**config.mk**
```make
export PLATFORM = sky130hd
export DESIGN_NAME = mem_access_stage
export DESIGN_NICKNAME = d
export VERILOG_FILES = /design/src/rtl/mem_access_stage.sv
export SDC_FILE = /design/constraint.sdc
export NUM_CORES = 1
export LEC_CHECK = 0
export BUFFER_PORTS_ARGS = -buffer_cell sky130_fd_sc_hd__clkbuf_2
export CORE_AREA = 3 3 105 132
export CTS_CLUSTER_DIAMETER = 40
export DETAILED_ROUTE_END_ITERATION = 7
export DIE_AREA = 0 0 108 135
export PLACE_DENSITY = 0.8
export RECOVER_POWER = 100
export SKIP_LAST_GASP = 1
export SYNTH_ARGS = -nofsm -noshare
export SYNTH_HDL_FRONTEND = slang
export SYNTH_SLANG_ARGS = --single-unit
export TNS_END_PERCENT = 50
```
**constraint.sdc**
```tcl
create_clock -name clk -period 3.2 [get_ports clk]
set_clock_uncertainty 0.2 [all_clocks]
set_input_delay 0.8 -clock clk [delete_from_list [all_inputs] [get_ports clk]]
set_output_delay 0.8 -clock clk [all_outputs]
set_load 0.02 [all_outputs]
```
**src/rtl/mem_access_stage.sv**
```systemverilog
// mem_access_stage: MEM pipeline stage driving a req/gnt/rvalid data port and the MEM/WB latch
module mem_access_stage #(
    parameter logic [6:0] LOAD_OPC  = 7'b0000011,
    parameter logic [6:0] STORE_OPC = 7'b0100011
) (
    input  logic        clk,
    input  logic        reset,
    input  logic        exm_valid,
    input  logic [31:0] exm_ir,
    input  logic [31:0] exm_alu,
    input  logic [31:0] exm_b,
    output logic        stall,
    output logic        dmem_req,
    output logic        dmem_we,
    output logic [31:0] dmem_addr,
    output logic [31:0] dmem_wdata,
    output logic [3:0]  dmem_wstrb,
    input  logic        dmem_gnt,
    input  logic        dmem_rvalid,
    input  logic [31:0] dmem_rdata,
    output logic        memwb_valid,
    output logic [31:0] memwb_ir,
    output logic [31:0] memwb_alu,
    output logic [31:0] memwb_lmd,
    output logic        memwb_fault
);
    typedef enum logic [1:0] {IDLE, REQ, WAIT_R} state_t;
    state_t      state;
    logic [2:0]  f3;
    logic [1:0]  a;
    logic        is_load, is_store, mem_op, fault, good, gnt_st, gnt_ld, done;
    logic [31:0] sh, lmd;
    assign f3       = exm_ir[14:12];
    assign a        = exm_alu[1:0];
    assign is_load  = exm_ir[6:0] == LOAD_OPC;
    assign is_store = exm_ir[6:0] == STORE_OPC;
    assign mem_op   = exm_valid & (is_load | is_store);
    // misaligned halfword/word, reserved size, or unsigned/wide variants that do not exist
    assign fault = (f3[1:0] == 2'b01 & a[0]) | (f3[1:0] == 2'b10 & a != 2'b00) | (f3[1:0] == 2'b11)
                 | (f3[2] & (is_store | f3[1]));
    assign good     = mem_op & ~fault;
    // exm_* stays stable under stall, so the request fields are decoded straight from the latch
    assign dmem_req   = ~reset & ((state == IDLE & good) | state == REQ);
    assign dmem_we    = dmem_req & is_store;
    assign dmem_addr  = {exm_alu[31:2], 2'b00};
    assign dmem_wdata = f3[1] ? exm_b : f3[0] ? {2{exm_b[15:0]}} : {4{exm_b[7:0]}};
    assign dmem_wstrb = ~dmem_we ? 4'b0000 : f3[1] ? 4'b1111 : f3[0] ? (a[1] ? 4'b1100 : 4'b0011)
                      : 4'b0001 << a;
    assign gnt_st = dmem_req & dmem_gnt & is_store;
    assign gnt_ld = dmem_req & dmem_gnt & is_load;
    assign stall  = ~reset & ((dmem_req & ~gnt_st) | (state == WAIT_R & ~dmem_rvalid));
    // an instruction leaves this stage on pass-through, store grant, or load data return
    assign done   = (state == IDLE & exm_valid & ~good) | gnt_st | (state == WAIT_R & dmem_rvalid);
    assign sh  = dmem_rdata >> {a, 3'b000};
    assign lmd = f3[1] ? dmem_rdata : f3[0] ? {{16{sh[15] & ~f3[2]}}, sh[15:0]}
               : {{24{sh[7] & ~f3[2]}}, sh[7:0]};
    // transaction sequencing and MEM/WB capture; a non-completing cycle inserts a bubble
    always_ff @(posedge clk) begin
        if (reset) begin
            state       <= IDLE;
            memwb_valid <= 1'b0;
            memwb_ir    <= '0;
            memwb_alu   <= '0;
            memwb_lmd   <= '0;
            memwb_fault <= 1'b0;
        end else begin
            state       <= gnt_ld ? WAIT_R : (state == IDLE & good & ~dmem_gnt) ? REQ : done ? IDLE : state;
            memwb_valid <= done;
            if (done) begin
                memwb_ir    <= exm_ir;
                memwb_alu   <= exm_alu;
                memwb_lmd   <= state == WAIT_R ? lmd : 32'h0;
                memwb_fault <= state == IDLE & mem_op & fault;
            end
        end
    end
endmodule

```
==> impl_metrics.env, run 1 <==
export IMPL_vdd_drop_max_mv=0.224
export IMPL_cts_max_path_buffers=2
export IMPL_hold_buffers=0
export IMPL_max_cap_viol_count=0
export IMPL_grt_pass1_wl_um=26000
export IMPL_ant_nets=0
export IMPL_pwr_share_clk=0.338
export IMPL_globalplace_congestion=0.796
export IMPL_required_ps=2200
export IMPL_reg2reg_from="state[0]$_SDFFE_PP0P_"
export IMPL_slew_headroom=0.289
export IMPL_cp_start_kind="primary input"
export IMPL_track_usage=0.225
export IMPL_synth_cell_types=43
export IMPL_die_x_um=108
export IMPL_grt_start_max_net_pins=158
export IMPL_antennaDiodeCount=0
export IMPL_numCtsBuffers=9
export IMPL_drt_iter0_markers=294
export IMPL_sequentialPowerShare=0.432
export IMPL_drv_slew=0
export IMPL_initial_core_util=0.454
export IMPL_overflow=0
export IMPL_r2r_slack_ps=530
export IMPL_htreeDepth=3
export IMPL_rsz0062_at_grt="true"
export IMPL_core_area_um2=12700
export IMPL_final_cell_mix="nand2b_1, clkbuf_2, clkbuf_1, mux2i_1, dfxtp_1"
export IMPL_setup_viol=6
export IMPL_total_power_mw=3.09
export IMPL_num_nets_final=1015
export IMPL_hold_class="flip-flop to flip-flop"
export IMPL_die_h_um=135
export IMPL_worstReg2RegEnd="memwb_alu[6]$_SDFFE_PP0P_"
export IMPL_drt_wl_total_um=17200
export IMPL_min_from="memwb_ir[14]$_SDFFE_PP0P_"
export IMPL_vias=5393
export IMPL_hold_viol=0
export IMPL_viasPerCell=5.11
export IMPL_syn_avg_cell_area_um2=9.16
export IMPL_synthesis_instances=631
export IMPL_violations="negative setup slack"
export IMPL_period_minus_slack_ps=3240
export IMPL_num_fill_cells=1228
export IMPL_ys_seq_area_frac=0.346
export IMPL_cts_tree="built"
export IMPL_fmax_mhz=308
export IMPL_clk_pin_slew_ps=60
export IMPL_portBuffers=299
export IMPL_fin_setup_tns_ps=-211
export IMPL_netlist_area_um2=5780
export IMPL_drive_gt1_frac=0.265
export IMPL_wl_per_cell_um=16.3
export IMPL_area_delta_synth_final_pct=28.5
export IMPL_insertion_delay_ps=340
export IMPL_io_pins=302
export IMPL_crit_fanout=4
export IMPL_leakage_nw=3.13
export IMPL_drc_errors=0
export IMPL_grt_pass1_vias=5147
export IMPL_final_common_cell="nand2b_1"
export IMPL_ys_ff_latch=100
export IMPL_cts_root_buf="clkbuf_16"
export IMPL_pwr_density_cell_nw_per_um2=417
export IMPL_drt_first_pass_iters=4
export IMPL_min_to="memwb_ir[14]$_SDFFE_PP0P_"
export IMPL_antenna_found_initial=1
export IMPL_switching_power_mw=0.928
export IMPL_worstRegToRegCells=7
export IMPL_worstPathArrival_ps=2240
export IMPL_yosysWarningCount=0
export IMPL_outcome="finished with violations"
export IMPL_worstSetupEndpointType="output pin"
export IMPL_setup_ws_ps=-43.9
export IMPL_intPower_mw=2.17
export IMPL_utilization=0.584
export IMPL_holdPathStages=2
export IMPL_crit_type="primary input to output pin"
export IMPL_comb_power_share=0.230
export IMPL_dp_hpwl_um=13200
export IMPL_post_route_period_util=1.01
export IMPL_die_area_um2=14600
export IMPL_crit_start="exm_ir[2]"
export IMPL_swShare=0.300
export IMPL_clock_sinks=100
export IMPL_fp_row_count=46
export IMPL_worstMarginPinSlew_ps=1070
==> critical path, cell delays in order <==
cell and delay, ps:
buf_8 100, nor4_4 280, nand3_2 170, a2111o_1 460, buf_6 160, nor2_2 120
clkbuf_8 150
==> layer usage <==
metal  vias up  share of wire  track usage
met5         -        0.00075            0
li1       2625              -            -
met4         2          0.026       0.0940
met2       264           0.51        0.408
met3        32          0.078       0.0454
met1      2470           0.38        0.255
==> cell families after synthesis <==
| logic type | count (synthesis) | share of synthesized area |
|---|---|---|
| other cells | 1 | 0.000649 |
| buf+inv | 94 | 0.0998 |
| simple gates | 216 | 0.224 |
| mux | 130 | 0.231 |
| compound gates | 90 | 0.0979 |
| flops | 100 | 0.346 |
==> through the flow <==
| stage | worst slack [ps] | cell area (µm²) | hold slack [ps] | std cells |
|---|---|---|---|---|
| after floorplan | -31.9 | 5780 | 347 | 632 |
| after global placement | -186 | 7200 | 260 | 1037 |
| after detailed placement | -181 | 7200 | 266 | 1037 |
| after CTS | -13.9 | 7600 | 278 | 1055 |
| after global routing | -103 | 7430 | 298 | 1055 |
| final | -43.9 | 7430 | 273 | 1055 |
==> Yosys cell counts <==
master,instances,area (µm²)
o21ba_2,1,10.0
a221oi_1,1,8.76
a221o_1,2,20.0
inv_1,5,18.8
buf_6,2,22.5
nor4_2,1,12.5
nor2_1,17,63.8
o21a_1,2,15.0
clkinv_1,1,3.75
nand2b_1,164,1030
nor4_4,1,21.3
buf_1,2,7.51
and3_1,8,50.1
a2111oi_4,1,27.5
a21oi_1,23,115
o2bb2ai_1,1,8.76
and2_1,1,6.26
buf_2,2,10.0
clkbuf_1,32,120
mux4_2,1,22.5
nor3_1,2,10.0
buf_4,46,345
nand2_1,14,52.6
mux2i_1,111,1110
nand3_1,1,5.00
nor2b_1,3,18.8
inv_2,1,3.75
nor3b_1,2,15.0
o21ai_1,9,45.0
o21ai_0,29,145
a31oi_1,9,56.3
a2111o_1,1,11.3
buf_8,3,45.0
dfxtp_1,100,2000
a32o_1,1,10.0
mux2_2,17,191
a221oi_2,1,15.0
conb_1,1,3.75
o221ai_1,7,61.3
o31ai_1,1,7.51
mux2_1,1,11.3
nor4_1,2,12.5
a311oi_1,1,8.76
==> power groups by stage <==
stage	Clock, mW	Combinational [mW]	Sequential, mW
5_1_grt	1.13	0.766	1.34
4_1_cts	1.08	0.736	1.34
3_5_place_dp	0	0.727	1.37
2_1_floorplan	0	0.403	1.44
6_report	1.05	0.710	1.34
3_3_place_gp	0	0.722	1.36
==> state kept, by name, indices dropped and copies added, names as in the netlist <==
signal and flops:
memwb_alu 32, memwb_fault 1, memwb_ir 32, memwb_lmd 32, memwb_valid 1, state 2
==> final cells by class <==
type / count / area, µm² / area share
inverters: 7 / 26.3 / 0.00354
repair buffers: 326 / 1650 / 0.222
well taps: 168 / 210 / 0.0283
flip-flops and latches: 100 / 2000 / 0.270
multi-input cells: 438 / 3250 / 0.438
clock inverters: 4 / 32.5 / 0.00438
clock buffers: 12 / 256 / 0.0345
==> worst max path at each step <==
stage	to	cells after the start
after floorplan	stall	7
after global placement	dmem_wstrb[1]	7
after detailed placement	dmem_wstrb[1]	7
after CTS	dmem_wstrb[2]	7
after global routing	dmem_wstrb[3]	7
final	dmem_wstrb[0]	7
==> what timing repair did <==
item / 4_1_cts / 5_1_grt
pin swaps: 5 / 4
resized for setup: 20 / 10
cloned: 0 / 0
endpoints found under the setup margin: 5 / 7
setup buffers: 2 / 0
Power figures use the tool's default switching activity.
==> run 2: changes to the inputs <==
Settings changed: CORE_AREA 3 3 105 132 to 3 3 109 138, DIE_AREA 0 0 108 135 to 0 0 112 141, GPL_ROUTABILITY_DRIVEN set to 0, PLACE_DENSITY 0.8 to 0.77.
Clock period 3.2 ns to 2.97 ns, I/O delays scaled along.
==> impl_metrics.env, run 2 (synthesized netlist as in run 1, its figures left out) <==
export IMPL_period_minus_slack_ps=3120
export IMPL_crit_type="primary input to output pin"
export IMPL_leakage_nw=3.25
export IMPL_grt_start_max_net_pins=83
export IMPL_track_usage=0.199
export IMPL_grt_pass1_wl_um=25800
export IMPL_drv_slew=0
export IMPL_crit_fanout=4
export IMPL_crit_slowest_cell="a2111o_1"
export IMPL_clk_pin_slew_ps=70
export IMPL_clock_sinks=100
export IMPL_required_ps=2030
export IMPL_stdcell_count=1075
export IMPL_total_power_mw=3.39
export IMPL_worstPathArrival_ps=2180
export IMPL_fin_setup_tns_ps=-744
export IMPL_hold_viol=0
export IMPL_drive_gt1_frac=0.281
export IMPL_hold_class="flip-flop to flip-flop"
export IMPL_drt_wl_total_um=16500
export IMPL_portBuffers=299
export IMPL_htreeDepth=3
export IMPL_max_cap_viol_count=0
export IMPL_io_pins=302
export IMPL_grt_pass1_vias=5169
export IMPL_setup_viol=6
export IMPL_ant_nets=0
export IMPL_cts_root_buf="clkbuf_16"
export IMPL_die_x_um=112
export IMPL_overflow=0
export IMPL_rsz0062_at_grt="true"
export IMPL_drc_errors=0
export IMPL_setup_ws_ps=-151
export IMPL_postCtsSetupRepairBufs=0
export IMPL_fp_row_count=48
export IMPL_reg2reg_from="state[1]$_SDFFE_PP0P_"
export IMPL_insertion_delay_ps=340
export IMPL_viasPerCell=4.95
export IMPL_antennaDiodeCount=0
export IMPL_reg_top3="memwb_alu (32), memwb_ir (32), memwb_lmd (32)"
export IMPL_preCtsSetupSlack_ps=-324
export IMPL_vias=5318
export IMPL_critical_path_top_delay_family="compound AO/OA/AOI/OAI gates"
export IMPL_area_delta_synth_final_pct=32.5
export IMPL_core_area_um2=13800
export IMPL_post_route_period_util=1.05
export IMPL_slew_headroom=0.385
export IMPL_dp_hpwl_um=12900
export IMPL_worstMarginPinSlew_ps=912
export IMPL_path_common_cell="buf_6"
export IMPL_cp_buffers_inverters=3
export IMPL_num_nets_final=1028
export IMPL_worstSetupEndpointType="output pin"
export IMPL_cts_tree="built"
export IMPL_die_area_um2=15800
export IMPL_initial_core_util=0.420
export IMPL_crit_start="exm_ir[2]"
export IMPL_vdd_drop_max_mv=0.243
export IMPL_min_from="memwb_ir[18]$_SDFFE_PP0P_"
export IMPL_stdcell_area_um2=7660
export IMPL_die_h_um=141
export IMPL_violations="negative setup slack"
export IMPL_pwr_density_cell_nw_per_um2=443
export IMPL_final_cell_mix="nand2b_1, clkbuf_2, clkbuf_1, mux2i_1, dfxtp_1"
export IMPL_dp_cells=1059
export IMPL_placed_area_um2=7420
export IMPL_drt_iter0_markers=235
export IMPL_hold_buffers=0
export IMPL_critical_path_max_stage_delay_ps=460
export IMPL_outcome="finished with violations"
export IMPL_numCtsBuffers=9
export IMPL_cts_max_path_buffers=2
export IMPL_cp_cell_sequence="buf_6, nor4_4, nand3_2, a2111o_1, buf_6, a21oi_4, buf_8"
export IMPL_cp_start_kind="primary input"
export IMPL_antenna_found_initial=0
export IMPL_final_common_cell="nand2b_1"
export IMPL_drt_first_pass_iters=5
export IMPL_fmax_mhz=320
export IMPL_wl_per_cell_um=15.3
[run 2: cell types whose count changed in the layout (fill, tap and decap cells not counted), sizes merged]
| cell | change |
|---|---|
| clkinvlp | -2 |
| clkbuf | -4 |
| inv | +2 |
| clkinv | +2 |
| buf | +15 |
[run 2: worst paths after layout]
| check | endpoint | slack [ps] | cells past startpoint |
|---|---|---|---|
| max | dmem_wstrb[1] | -150 | 7 |
| min | memwb_ir[18]$_SDFFE_PP0P_ | 280 | 2 |
| max reg2reg | memwb_lmd[21]$_SDFFE_PP0P_ | 630 | 4 |
| min reg2reg | memwb_ir[18]$_SDFFE_PP0P_ | 280 | 2 |
[run 2: stage by stage]
| step | util | hold slack [ps] |
|---|---|---|
| after CTS | 0.566 | 277 |
| after detailed placement | 0.540 | 265 |
| after floorplan | - | 347 |
| after global routing | 0.557 | 295 |
| after global placement | 0.540 | 260 |
| final | 0.557 | 275 |
[run 2: final cells by class]
class | instances | area (µm²)
fill | 1338 | 6100
clock buffer | 10 | 239
inverter | 7 | 26.3
timing repair buffer | 339 | 1810
sequential | 100 | 2000
tap | 175 | 219
multi-input combinational | 438 | 3300
clock inverter | 6 | 53.8
[run 2: metal layers]
| layer | wire [µm] | global-route usage |
|---|---|---|
| met1 | 6530 | 0.223 |
| met2 | 8440 | 0.368 |
| met3 | 1280 | 0.0498 |
| met4 | 240 | 0.0608 |
| met5 | 0 | 0 |
[run 2: what timing repair did]
item,in CTS,in global routing
gates resized for setup,15,14
pin swaps,6,3
setup endpoints to repair,7,7
[run 2: power by group]
| group | internal [mW] | switching, mW | leakage, nW |
|---|---|---|---|
| registers | 1.41 | 0.0325 | 0.821 |
| logic | 0.336 | 0.459 | 2.28 |
| clock network | 0.608 | 0.546 | 0.147 |
| total | 2.35 | 1.04 | 3.25 |
[run 2: worst register-to-register path, cell delays in order, from the launching register on]
cell and delay (ps):
dfxtp_1 500, nand2_1 270, a2111oi_4 830, o21ai_0 260, mux2i_1 210
==> run 3: changes to the inputs <==
Clock period 2.97 ns to 2.55 ns, I/O delays scaled along.
==> impl_metrics.env, run 3 (synthesized netlist as in run 1, its figures left out) <==
export IMPL_outcome="finished with violations"
export IMPL_violations="negative setup slack"
export IMPL_holdPathStages=2
export IMPL_required_ps=1710
export IMPL_vdd_drop_max_mv=0.291
export IMPL_dp_hpwl_um=13200
export IMPL_drc_errors=0
export IMPL_numCtsBuffers=9
export IMPL_num_fill_cells=1280
export IMPL_worstMarginPinSlew_ps=756
export IMPL_drive_gt1_frac=0.313
export IMPL_placed_area_um2=7500
export IMPL_grt_pass1_vias=5240
export IMPL_die_x_um=112
export IMPL_clock_sinks=100
export IMPL_post_route_period_util=1.13
export IMPL_cts_max_path_buffers=2
export IMPL_switching_power_mw=1.24
export IMPL_period_minus_slack_ps=2890
export IMPL_crit_type="primary input to output pin"
export IMPL_viasPerCell=5.00
export IMPL_intPower_mw=2.77
export IMPL_drt_wl_total_um=17700
export IMPL_cts_root_buf="clkbuf_16"
export IMPL_crit_slowest_cell="a2111o_1"
export IMPL_cts_tree="built"
export IMPL_clk_pin_slew_ps=70
export IMPL_final_cell_mix="nand2b_1, clkbuf_2, clkbuf_1, mux2i_1, dfxtp_1"
export IMPL_comb_power_share=0.253
export IMPL_insertion_delay_ps=340
export IMPL_die_h_um=141
export IMPL_r2r_slack_ps=240
export IMPL_io_pins=302
export IMPL_antenna_found_initial=0
export IMPL_sequentialPowerShare=0.418
export IMPL_drv_slew=0
export IMPL_worstSetupEndpointType="output pin"
export IMPL_slew_headroom=0.496
export IMPL_reg_top3="memwb_alu (32), memwb_ir (32), memwb_lmd (32)"
export IMPL_worstRegToRegCells=6
export IMPL_fin_setup_tns_ps=-7540
export IMPL_final_common_cell="nand2b_1"
export IMPL_grt_pass1_wl_um=26100
export IMPL_cp_buffers_inverters=3
export IMPL_preCtsSetupSlack_ps=-512
export IMPL_fmax_mhz=346
export IMPL_hold_viol=0
export IMPL_drt_iter0_markers=279
export IMPL_antennaDiodeCount=0
export IMPL_leakage_nw=3.46
export IMPL_pwr_share_clk=0.329
export IMPL_drt_first_pass_iters=4
export IMPL_track_usage=0.204
export IMPL_num_nets_final=1058
export IMPL_rsz0062_at_grt="true"
export IMPL_initial_core_util=0.420
export IMPL_vias=5526
export IMPL_worstPathArrival_ps=2060
export IMPL_cp_cell_sequence="clkbuf_8, nor4_4, o21ai_2, a2111o_1, buf_6, nor2_2, clkbuf_8"
export IMPL_fp_row_count=48
export IMPL_core_area_um2=13800
export IMPL_critical_path_top_delay_family="compound AO/OA/AOI/OAI gates"
export IMPL_crit_fanout=4
export IMPL_critical_path_max_stage_delay_ps=410
export IMPL_setup_viol=108
export IMPL_cp_start_kind="primary input"
export IMPL_wl_per_cell_um=16.1
export IMPL_die_area_um2=15800
export IMPL_htreeDepth=3
export IMPL_reg2reg_from="state[0]$_SDFFE_PP0P_"
export IMPL_swShare=0.310
export IMPL_pwr_density_cell_nw_per_um2=494
export IMPL_overflow=0
export IMPL_setup_ws_ps=-343
export IMPL_grt_start_max_net_pins=101
export IMPL_min_to="memwb_ir[0]$_SDFFE_PP0P_"
export IMPL_min_from="memwb_ir[0]$_SDFFE_PP0P_"
export IMPL_worstReg2RegEnd="memwb_lmd[16]$_SDFFE_PP0P_"
export IMPL_max_cap_viol_count=0
export IMPL_portBuffers=299
export IMPL_ant_nets=0
export IMPL_stdcell_area_um2=8120
export IMPL_path_common_cell="clkbuf_8"
export IMPL_total_power_mw=4.01
export IMPL_area_delta_synth_final_pct=40.5
export IMPL_hold_class="flip-flop to flip-flop"
export IMPL_holdWs_ps=276
run 3: area by class of cell:
class                   count  area (µm²)  area share
multi-input cells         438        3340       0.411
repair buffers            369        2250       0.277
flip-flops and latches    100        2000       0.247
clock buffers               9         225      0.0277
well taps                 175         219      0.0270
clock inverters             7        57.6     0.00709
inverters                   7        26.3     0.00324
run 3: stage by stage:
step | utilization | instances
global route | 0.590 | 1105
finish | 0.590 | 1105
detailed placement | 0.545 | 1068
CTS | 0.578 | 1089
floorplan | - | 632
global placement | 0.545 | 1068
run 3: worst reg2reg max path, delay by kind of cell (launching register included):
| family | cells | cell delay [ps] |
|---|---|---|
| DFF | 1 | 310 |
| muxes | 1 | 200 |
| AOI/OAI and AO/OA | 2 | 1020 |
| buffers and inverters | 1 | 160 |
| and+or+nand+nor | 2 | 340 |
run 3: power groups by stage:
stage | clock network (mW) | registers (mW) | logic [mW]
floorplan | 0 | 1.81 | 0.516
global placement | 0 | 1.71 | 0.954
detailed placement | 0 | 1.71 | 0.961
CTS | 1.35 | 1.68 | 0.976
global route | 1.41 | 1.69 | 1.09
finish | 1.32 | 1.68 | 1.02
run 3: layer usage:
layer | track usage | share of wire
met5 | 0 | 0
met4 | 0.0823 | 0.029
met3 | 0.0416 | 0.073
met2 | 0.376 | 0.51
met1 | 0.229 | 0.38
run 3: how the worst max path moves through the flow:
stage	cells past startpoint	to	slack [ps]	from
after floorplan	7	stall	-280	exm_ir[12]
final	7	dmem_wstrb[2]	-340	exm_alu[0]
after detailed placement	7	dmem_wstrb[0]	-510	exm_ir[2]
after global placement	7	dmem_wstrb[3]	-480	exm_ir[2]
after global routing	7	dmem_wstrb[2]	-410	exm_alu[0]
after CTS	7	dmem_wstrb[3]	-330	exm_ir[6]
run 3: timing repair:
| item | in CTS | in global routing |
|---|---|---|
| gates resized for setup | 28 | 33 |
| cloned | 0 | 6 |
| hold buffers | 0 | 0 |
| buffers inserted | 5 | 11 |
| setup endpoints to repair | 15 | 113 |
| pin swaps | 7 | 7 |
